File: config.mk
export PLATFORM = sky130hd
export DESIGN_NAME = bfu_pipe
export DESIGN_NICKNAME = d
export VERILOG_FILES = /design/src/rtl/fft_pkg.sv /design/src/rtl/bfu_delay_line.sv /design/src/rtl/bfu_pipe.sv
export SDC_FILE = /design/constraint.sdc
export NUM_CORES = 2
export LEC_CHECK = 0
export CORE_ASPECT_RATIO = 1.1
export CORE_MARGIN = 10
export CORE_UTILIZATION = 45
export DETAILED_ROUTE_END_ITERATION = 8
export SLEW_MARGIN = 20
export SYNTH_ARGS = -nofsm -noshare
export SYNTH_HDL_FRONTEND = slang
export SYNTH_SLANG_ARGS = --single-unit
File: constraint.sdc
create_clock -name clk -period 9.5 [get_ports clk]
set_input_delay 0.95 -clock clk [delete_from_list [all_inputs] [get_ports clk]]
set_output_delay 0.95 -clock clk [all_outputs]
set_load 0.02 [all_outputs]
File: src/rtl/fft_pkg.sv
// Shared FFT definitions: default widths, butterfly latency, complex sample type
// and the saturation helpers used by the butterfly output stage.
package fft_pkg;

    localparam int DATA_WIDTH_DEF = 16;
    localparam int TW_WIDTH_DEF   = 16;
    localparam int TAG_WIDTH_DEF  = 8;
    localparam int BFU_LATENCY    = 4;

    typedef struct packed {
        logic signed [DATA_WIDTH_DEF-1:0] re;
        logic signed [DATA_WIDTH_DEF-1:0] im;
    } cplx_t;

    // Clamp a sign-extended value to the signed range of a w-bit word.
    function automatic logic signed [63:0] sat_val(input logic signed [63:0] x, input int w);
        logic signed [63:0] hi;
        logic signed [63:0] lo;
        hi = (64'sd1 <<< (w - 1)) - 64'sd1;
        lo = -(64'sd1 <<< (w - 1));
        if (x > hi) begin
            return hi;
        end else if (x < lo) begin
            return lo;
        end
        return x;
    endfunction

    function automatic logic sat_hit(input logic signed [63:0] x, input int w);
        logic signed [63:0] hi;
        logic signed [63:0] lo;
        hi = (64'sd1 <<< (w - 1)) - 64'sd1;
        lo = -(64'sd1 <<< (w - 1));
        return (x > hi) || (x < lo);
    endfunction

endpackage

File: src/rtl/bfu_delay_line.sv
// Parametrised depth/width shift register with clock enable and synchronous clear.
module bfu_delay_line #(
    parameter int DEPTH = 2,
    parameter int WIDTH = 8
) (
    input  logic             clk,
    input  logic             clr,
    input  logic             en,
    input  logic [WIDTH-1:0] din,
    output logic [WIDTH-1:0] dout
);

    logic [DEPTH:0][WIDTH-1:0] chain;

    assign chain[0] = din;

    genvar gi;
    generate
        for (gi = 0; gi < DEPTH; gi++) begin : g_tap
            logic [WIDTH-1:0] tap_d;
            logic [WIDTH-1:0] tap_q;

            always_comb begin
                tap_d = en ? chain[gi] : tap_q;
            end

            always_ff @(posedge clk) begin
                if (clr) begin
                    tap_q <= '0;
                end else begin
                    tap_q <= tap_d;
                end
            end

            assign chain[gi+1] = tap_q;
        end
    endgenerate

    assign dout = chain[DEPTH];

endmodule

File: src/rtl/bfu_pipe.sv
// Streaming 4-stage radix-2 DIT butterfly with tag sideband, stall, inverse mode,
// scale-by-half, saturation and sticky overflow. Define BFU_ROUND_EN for round-half-up shifts.
module bfu_pipe
    import fft_pkg::*;
#(
    parameter int DATA_WIDTH = DATA_WIDTH_DEF,
    parameter int TW_WIDTH   = TW_WIDTH_DEF,
    parameter int TAG_WIDTH  = TAG_WIDTH_DEF
) (
    input  logic                         clk,
    input  logic                         clr,
    input  logic                         en,
    input  logic                         in_valid,
    input  logic        [TAG_WIDTH-1:0]  in_tag,
    input  logic                         inverse,
    input  logic                         scale,
    input  logic signed [DATA_WIDTH-1:0] a_in_r,
    input  logic signed [DATA_WIDTH-1:0] a_in_i,
    input  logic signed [DATA_WIDTH-1:0] b_in_r,
    input  logic signed [DATA_WIDTH-1:0] b_in_i,
    input  logic signed [TW_WIDTH-1:0]   tw_r,
    input  logic signed [TW_WIDTH-1:0]   tw_i,
    input  logic                         ovf_clr,
    output logic                         out_valid,
    output logic        [TAG_WIDTH-1:0]  out_tag,
    output logic signed [DATA_WIDTH-1:0] a_out_r,
    output logic signed [DATA_WIDTH-1:0] a_out_i,
    output logic signed [DATA_WIDTH-1:0] b_out_r,
    output logic signed [DATA_WIDTH-1:0] b_out_i,
    output logic                         ovf
);

    localparam int PW    = DATA_WIDTH + TW_WIDTH;
    localparam int XW    = PW + 2;
    localparam int QW    = DATA_WIDTH + 2;
    localparam int SW    = DATA_WIDTH + 3;
    localparam int FW    = SW + 1;
    localparam int SHIFT = TW_WIDTH - 1;
    localparam int SBW   = TAG_WIDTH + 2;

    localparam logic signed [XW-1:0] P_RND = XW'(1) <<< (SHIFT - 1);
    localparam logic signed [FW-1:0] S_RND = FW'(1);

    // ---------------- stage 1: partial products ----------------
    logic signed [PW-1:0] p_rr_d, p_rr_q, p_ii_d, p_ii_q;
    logic signed [PW-1:0] p_ri_d, p_ri_q, p_ir_d, p_ir_q;
    logic                 inv_d, inv_q;

    always_comb begin
        p_rr_d = p_rr_q;
        p_ii_d = p_ii_q;
        p_ri_d = p_ri_q;
        p_ir_d = p_ir_q;
        inv_d  = inv_q;
        if (en) begin
            p_rr_d = PW'(b_in_r) * PW'(tw_r);
            p_ii_d = PW'(b_in_i) * PW'(tw_i);
            p_ri_d = PW'(b_in_r) * PW'(tw_i);
            p_ir_d = PW'(b_in_i) * PW'(tw_r);
            inv_d  = inverse;
        end
    end

    always_ff @(posedge clk) begin
        if (clr) begin
            p_rr_q <= '0;
            p_ii_q <= '0;
            p_ri_q <= '0;
            p_ir_q <= '0;
            inv_q  <= 1'b0;
        end else begin
            p_rr_q <= p_rr_d;
            p_ii_q <= p_ii_d;
            p_ri_q <= p_ri_d;
            p_ir_q <= p_ir_d;
            inv_q  <= inv_d;
        end
    end

    // ---------------- stage 2: complex combine and rescale ----------------
    logic signed [XW-1:0] sum_r, sum_i;
    logic signed [QW-1:0] p_r_d, p_r_q, p_i_d, p_i_q;

    always_comb begin
        // Inverse uses conj(W): the Bi*Wi and Br*Wi terms change sign.
        if (inv_q) begin
            sum_r = XW'(p_rr_q) + XW'(p_ii_q);
            sum_i = XW'(p_ir_q) - XW'(p_ri_q);
        end else begin
            sum_r = XW'(p_rr_q) - XW'(p_ii_q);
            sum_i = XW'(p_ri_q) + XW'(p_ir_q);
        end
`ifdef BFU_ROUND_EN
        sum_r = sum_r + P_RND;
        sum_i = sum_i + P_RND;
`endif
        p_r_d = p_r_q;
        p_i_d = p_i_q;
        if (en) begin
            p_r_d = QW'(sum_r >>> SHIFT);
            p_i_d = QW'(sum_i >>> SHIFT);
        end
    end

    always_ff @(posedge clk) begin
        if (clr) begin
            p_r_q <= '0;
            p_i_q <= '0;
        end else begin
            p_r_q <= p_r_d;
            p_i_q <= p_i_d;
        end
    end

    // ---------------- A operand and sideband alignment ----------------
    logic [2*DATA_WIDTH-1:0]      a_s2;
    logic signed [DATA_WIDTH-1:0] a_s2_r, a_s2_i;
    logic [SBW-1:0]               sb_s3;
    logic                         s3_valid, s3_scale;
    logic [TAG_WIDTH-1:0]         s3_tag;

    bfu_delay_line #(
        .DEPTH (2),
        .WIDTH (2 * DATA_WIDTH)
    ) u_a_dly (
        .clk  (clk),
        .clr  (clr),
        .en   (en),
        .din  ({a_in_r, a_in_i}),
        .dout (a_s2)
    );

    bfu_delay_line #(
        .DEPTH (3),
        .WIDTH (SBW)
    ) u_sb_dly (
        .clk  (clk),
        .clr  (clr),
        .en   (en),
        .din  ({in_valid, scale, in_tag}),
        .dout (sb_s3)
    );

    assign a_s2_r   = a_s2[2*DATA_WIDTH-1:DATA_WIDTH];
    assign a_s2_i   = a_s2[DATA_WIDTH-1:0];
    assign s3_valid = sb_s3[SBW-1];
    assign s3_scale = sb_s3[SBW-2];
    assign s3_tag   = sb_s3[TAG_WIDTH-1:0];

    // ---------------- stage 3: butterfly sums ----------------
    logic signed [SW-1:0] sa_r_d, sa_r_q, sa_i_d, sa_i_q;
    logic signed [SW-1:0] sb_r_d, sb_r_q, sb_i_d, sb_i_q;

    always_comb begin
        sa_r_d = sa_r_q;
        sa_i_d = sa_i_q;
        sb_r_d = sb_r_q;
        sb_i_d = sb_i_q;
        if (en) begin
            sa_r_d = SW'(a_s2_r) + SW'(p_r_q);
            sa_i_d = SW'(a_s2_i) + SW'(p_i_q);
            sb_r_d = SW'(a_s2_r) - SW'(p_r_q);
            sb_i_d = SW'(a_s2_i) - SW'(p_i_q);
        end
    end

    always_ff @(posedge clk) begin
        if (clr) begin
            sa_r_q <= '0;
            sa_i_q <= '0;
            sb_r_q <= '0;
            sb_i_q <= '0;
        end else begin
            sa_r_q <= sa_r_d;
            sa_i_q <= sa_i_d;
            sb_r_q <= sb_r_d;
            sb_i_q <= sb_i_d;
        end
    end

    // ---------------- stage 4: scale, saturate, overflow ----------------
    logic signed [SW-1:0]         s3_vec [4];
    logic signed [FW-1:0]         f_vec  [4];
    logic [3:0]                   clip;
    logic signed [DATA_WIDTH-1:0] out_d  [4];
    logic signed [DATA_WIDTH-1:0] out_q  [4];
    logic                         out_valid_d, out_valid_q;
    logic [TAG_WIDTH-1:0]         out_tag_d, out_tag_q;
    logic                         ovf_d, ovf_q;

    assign s3_vec[0] = sa_r_q;
    assign s3_vec[1] = sa_i_q;
    assign s3_vec[2] = sb_r_q;
    assign s3_vec[3] = sb_i_q;

    always_comb begin
        out_valid_d = out_valid_q;
        out_tag_d   = out_tag_q;
        ovf_d       = ovf_q;
        clip        = '0;
        for (int k = 0; k < 4; k++) begin
            f_vec[k] = FW'(s3_vec[k]);
            if (s3_scale) begin
`ifdef BFU_ROUND_EN
                f_vec[k] = f_vec[k] + S_RND;
`endif
                f_vec[k] = f_vec[k] >>> 1;
            end
            clip[k]  = sat_hit(64'(f_vec[k]), DATA_WIDTH);
            out_d[k] = out_q[k];
        end
        if (en) begin
            out_valid_d = s3_valid;
            out_tag_d   = s3_tag;
            for (int k = 0; k < 4; k++) begin
                out_d[k] = DATA_WIDTH'(sat_val(64'(f_vec[k]), DATA_WIDTH));
            end
            // A clip on a real sample takes priority over a clear in the same cycle.
            if (ovf_clr) begin
                ovf_d = 1'b0;
            end
            if (s3_valid && (|clip)) begin
                ovf_d = 1'b1;
            end
        end
    end

    always_ff @(posedge clk) begin
        if (clr) begin
            out_valid_q <= 1'b0;
            out_tag_q   <= '0;
            ovf_q       <= 1'b0;
            for (int k = 0; k < 4; k++) begin
                out_q[k] <= '0;
            end
        end else begin
            out_valid_q <= out_valid_d;
            out_tag_q   <= out_tag_d;
            ovf_q       <= ovf_d;
            for (int k = 0; k < 4; k++) begin
                out_q[k] <= out_d[k];
            end
        end
    end

    assign out_valid = out_valid_q;
    assign out_tag   = out_tag_q;
    assign a_out_r   = out_q[0];
    assign a_out_i   = out_q[1];
    assign b_out_r   = out_q[2];
    assign b_out_i   = out_q[3];
    assign ovf       = ovf_q;

endmodule

[Yosys cells after proc, flatten, opt, wreduce, memory -nomap -nowiden]
Memory sizes are Yosys's and may differ from the RTL's.
Cells that the tools add are included.
W data, S select, Z words.
Cells by class
  add/sub/neg operators: 8
  multipliers: 4
  magnitude comparators: 8
  muxes and demuxes: 40
  bitwise gates (word level): 4
  reductions and logical operators: 8
Operators by type and width (number)
  $mux W16: 16
  $mul A16 B16 Y32: 4
  $gt A19 B16 Y1 const B: 4
  $lt A19 B16 Y1 const B: 4
  $mux W18: 4
  $add A32 B32 Y33: 2
  $mux W33: 2
  $sub A32 B32 Y33: 2
  $mux W64: 1
  $add A16 B18 Y19: 2
  $sub A16 B18 Y19: 2
  $mux W1: 17
  $logic_or A1 B1 Y1: 4
  $or A1 B1 Y1: 4
  $reduce_or A4 Y1: 1
  $reduce_and A2 Y1: 1
  $reduce_bool A2 Y1: 1
  $logic_and A1 B1 Y1: 1
Word-level totals
  register bits after elaboration: 345
  bits in writable memories: 64
  bits of input ports: 111
  output and inout port bits: 74
  memories: 1
Memories
  out_q: words 4, width 16, rd ports 4, clocked after memory_dff 0, wr ports 4, line bfu_pipe.sv:186  | logic signed [DATA_WIDTH-1:0] out_q [4];

[Depth between registers and ports, before layout]
  depth in word-level cells: 8
  mapped depth: 26
  gate-level depth less buffers: 25

[Modules after synthesis]
A second synthesis with hierarchy kept.
Unflattened totals
  cells, all modules: 6834
  area total of the unflattened synthesis: 60724.5 um^2
Modules (own cells, without submodules)
  bfu_pipe: instances 1, cells an instance 6531, area each 57337.5 um^2, seq. area each 6266.0 um^2
  bfu_delay_line at u_a_dly: instances 1, cells an instance 206, area each 2290.9 um^2, seq. area each 1281.2 um^2
  bfu_delay_line at u_sb_dly: instances 1, cells an instance 97, area each 1096.1 um^2, seq. area each 600.6 um^2

[Worst setup path before layout]
OpenSTA, ideal clock, no wires.
  kind: input to register
  start: input b_in_i[15]
  end: register p_ii_q[31]
  setup time: 0.132 ns
  arrival time: 6.750 ns
  required time: 9.368 ns
  path slack: 2.618 ns
  stages: 21
  cells stage by stage: clkbuf_1 > nand2_1 > fa_1 > inv_1 > fa_1 > inv_1 > fa_1 > inv_1 > fa_1 > fa_1 > inv_1 > fa_1 > inv_1 > ha_1 > a21o_1 > a221oi_1 > a31oi_1 > and4_1 > a2111oi_2 > mux2i_1 > a21oi_1
Between the ends
  longest elaborated chain between the ends: 1
RTL lines
  start: declaration: line bfu_pipe.sv:20  | input logic signed [DATA_WIDTH-1:0] b_in_i,
  $mul A16 B16 Y32: line bfu_pipe.sv:57  | p_ii_d = PW'(b_in_i) * PW'(tw_i);
  end signal: assignment: line bfu_pipe.sv:73  | p_ii_q <= p_ii_d;
  end: declaration: line bfu_pipe.sv:45  | logic signed [PW-1:0] p_rr_d, p_rr_q, p_ii_d, p_ii_q;
No other way between the ends.
A chain may end at the register's enable or synchronous reset.

[Worst setup path in the final report]
  start: input b_in_i[12]
  end: register p_ii_q[30]
The elaborated chain is that of the path after synthesis.

==> impl_metrics.py <==
metrics = {
    "sta": {
        "drv_slew": 0,
        "relSlewSlack_pct": 23.2,
        "timing.fmax_mhz": 130,
        "finalHoldViolations": 0,
        "finalSetupTns_ns": 0,
        "min_period_ns": 7.67,
        "fin_crit_sh_pct": 80.8,
        "grt_setup_unrepaired": "false",
        "setup_ws_ns": 1.83,
        "worst_slew_pin_slew_ns": 1.15,
        "holdWs_ns": 0.469,
        "fin_skew_ns": 0.0176,
        "final-setup-viol-count": 0,
    },
    "yosys": {
        "synth_seq_cells": 407,
        "synth_top_area_cell": "fa_1",
        "synth_edf_count": 0,
        "ys_seq_area_share_pct": 13.5,
        "synthTopCellsByArea": "fa_1 35%, dfxtp_1 13%, ha_1 9.6%",
        "synth_cell_types": 81,
        "async_flop_share_pct": 0,
        "ys.flop_type": "dfxtp_1",
        "avgSynthCellArea_sq_um": 8.87,
        "yosysWarnings": 0,
        "netlist_area_sq_um": 60500,
        "synthCells": 6818,
        "syn_nets": 8445,
        "netlist.area_leader.share_pct": 34.8,
    },
    "grt": {
        "gr-usage-all-layers_pct": 22.6,
        "antenna_found_initial": 17,
        "grt_pass1_wl_mm": 267,
        "grt_pass1_vias": 46900,
        "overflow": 0,
        "grt_max_degree": 187,
    },
    "routing": {
        "wl_per_cell_um": 19.7,
        "drt_pass1_iterations": 6,
        "dr_total_vias": 45000,
        "ant_nets": 0,
        "drcViolationCount": 0,
        "wl_mm": 171,
        "routed_via_density": 5.20,
        "drt_iter0_drc": 2874,
    },
    "critical_path": {
        "crit_path_max_incr_delay_ns": 0.89,
        "critPathMostFrequentCell": "fa_1",
        "critPathKind": "in2reg",
        "end_kind": "flop",
        "required_ns": 9.97,
        "cp_cell_sequence": "clkdlybuf4s50_1, buf_4, nand2_1, fa_1, fa_1, inv_1, fa_1, fa_1, fa_1, inv_1, fa_1, inv_1, ha_1, a21o_1, a21o_1, nor4_1, a211oi_1, nor2_1, o211ai_1, a21o_1, o311a_1, o21ai_0, o311ai_1",
        "critPathLaunchType": "primary input",
        "critPathMaxFanout": 20,
        "worstPathArrival_ns": 8.15,
        "slowest_stage": "clkdlybuf4s50_1",
    },
    "place": {
        "dp_cells": 8565,
        "place_hpwl_mm": 138,
        "gp_congestion": 0.916,
        "dp_slack_ns": 1.25,
        "portBuffers": 184,
    },
    "die": {
        "start_util_pct": 45.2,
        "core_area_sq_um": 134000,
        "dieHeight_um": 405,
        "boundaryPins": 185,
        "dieArea_sq_um": 150000,
        "rows": 141,
        "die_x_um": 370,
    },
    "layout": {
        "drive_gt1_share_pct": 4.18,
        "instances_no_fill": 8658,
        "fill_cells": 12800,
        "syn_to_final_growth_pct": 8.85,
        "nNetsFinal": 8456,
    },
    "outcome": {
        "status": "finished, final reports clean",
    },
    "flow_run": {
        "drv_cap": 0,
    },
    "clock_tree": {
        "clock-root-buffer": "clkbuf_16",
        "cts_hold_buffers": 0,
        "worstSkewPairLatency_ns": 0.61,
        "clk_pin_slew_ns": 0.06,
        "cts.sinks": 407,
        "cts_buffer_depth": 3,
        "cts_made_buffers": 49,
        "h-tree-depth": 2,
        "cts_tree": "done",
        "post-cts-setup-buffers": 0,
        "cts_resized": 0,
    },
    "min_path": {
        "worstHoldPathType": "reg2reg",
    },
}
==> logic make-up (layout without fill, tap and decap cells) <==
family | Yosys count | count (layout) | share of synthesized area, %
flops | 407 | 407 | 13.5
buf+inv | 1592 | 1641 | 9.88
mux | 266 | 266 | 4.52
compound gates | 774 | 774 | 8.06
xor+xnor | 285 | 285 | 4.13
simple gates | 1978 | 1978 | 15.5
fa+ha+maj | 1516 | 1516 | 44.4
other cells | 0 | 4 | 0
==> registers in the layout (all words and copies together) (netlist names) <==
signal and flops:
u_a_dly.g_tap.tap_q 32, p_r_q 18, u_a_dly.dout 32, p_ri_q 32, u_sb_dly.g_tap.tap_q 20, p_rr_q 32
out_valid 1, p_i_q 18, sb_i_q 18, out_q 64, p_ir_q 32, sb_r_q 18
inv_q 1, p_ii_q 32, sa_i_q 19, ovf 1, sa_r_q 19, u_sb_dly.dout 10
out_tag 8
==> Yosys cell counts, types with 73 or more instances <==
cell type	instances
dfxtp_1	407
nand2_1	626
inv_1	1258
a21oi_1	274
xor2_1	89
ha_1	464
fa_1	1052
nor3_1	110
o21ai_0	138
clkbuf_1	301
a21o_1	73
mux2i_1	209
nor2_1	526
xnor2_1	196
and2_1	500
==> per-layer routing <==
layer	vias to the layer above	global-route usage, %	part of all wire, %
met2	1193	37.8	47
met3	250	3.68	6.2
met4	26	7.42	3.7
met1	22400	29.7	43
met5	-	0	0.086
li1	21100	-	-
==> worst paths after layout <==
check	startpoint	end	slack [ns]	depth (start not counted)
worst max-delay path	b_in_i[12]	p_ii_q[30]$_SDFFE_PP0P_	1.83	23
worst min-delay path	p_rr_q[0]$_SDFFE_PP0P_	p_rr_q[0]$_SDFFE_PP0P_	0.47	2
worst max register to register	p_ii_q[2]$_SDFFE_PP0P_	p_r_q[17]$_SDFFE_PP0P_	3.94	17
worst min register to register	p_rr_q[0]$_SDFFE_PP0P_	p_rr_q[0]$_SDFFE_PP0P_	0.47	2
==> worst max-delay path: cells and delay by family <==
family	cells	cell delay (ns)
buffers and inverters	5	1.46
adder cells (fa/ha/maj)	7	3.39
AND/OR/NAND/NOR	3	0.81
AO/OA/AOI/OAI	8	1.50
==> layout by cell type, fill, tap and decap left out, types with 22 or more instances in the layout <==
| cell | n |
|---|---|
| buf_4 | 108 |
| ha_1 | 464 |
| o21a_1 | 25 |
| nor2b_1 | 32 |
| o21ai_1 | 22 |
| xnor2_1 | 196 |
| mux2_2 | 57 |
| nand2_1 | 626 |
| o21ai_0 | 138 |
| a211oi_1 | 65 |
| a21o_1 | 73 |
| dfxtp_1 | 405 |
| nand2b_1 | 49 |
| clkdlybuf4s50_1 | 171 |
| mux2i_1 | 209 |
| xor2_1 | 89 |
| inv_1 | 1257 |
| nand3_1 | 32 |
| clkbuf_16 | 50 |
| o21bai_1 | 36 |
| nor3_1 | 110 |
| and2_1 | 500 |
| a21oi_1 | 274 |
| fa_1 | 1052 |
| nor2_1 | 524 |
==> layout make-up <==
type                       instances  area [sq um]  share of cell area, %
multi-input combinational       4819         46400                   70.4
sequential                       407          8150                   12.4
inverter                        1258          4720                   7.17
timing repair buffer             294          2650                   4.02
tap                             1787          2240                   3.40
clock buffer                      66          1380                   2.10
clock inverter                    23           319                  0.485
antenna                            4          10.0                 0.0152
==> through the flow <==
| step | util (%) | area [sq um] |
|---|---|---|
| 6_report | 49.2 | 65900 |
| 5_1_grt | 49.2 | 65800 |
| 3_3_place_gp | 47.9 | 64200 |
| 4_1_cts | 49.2 | 65900 |
| 3_5_place_dp | 47.9 | 64200 |
| 2_1_floorplan | - | 60500 |
Power is not shown: default switching activity piles up to over one toggle a cycle in this logic, so the estimate is an artifact.
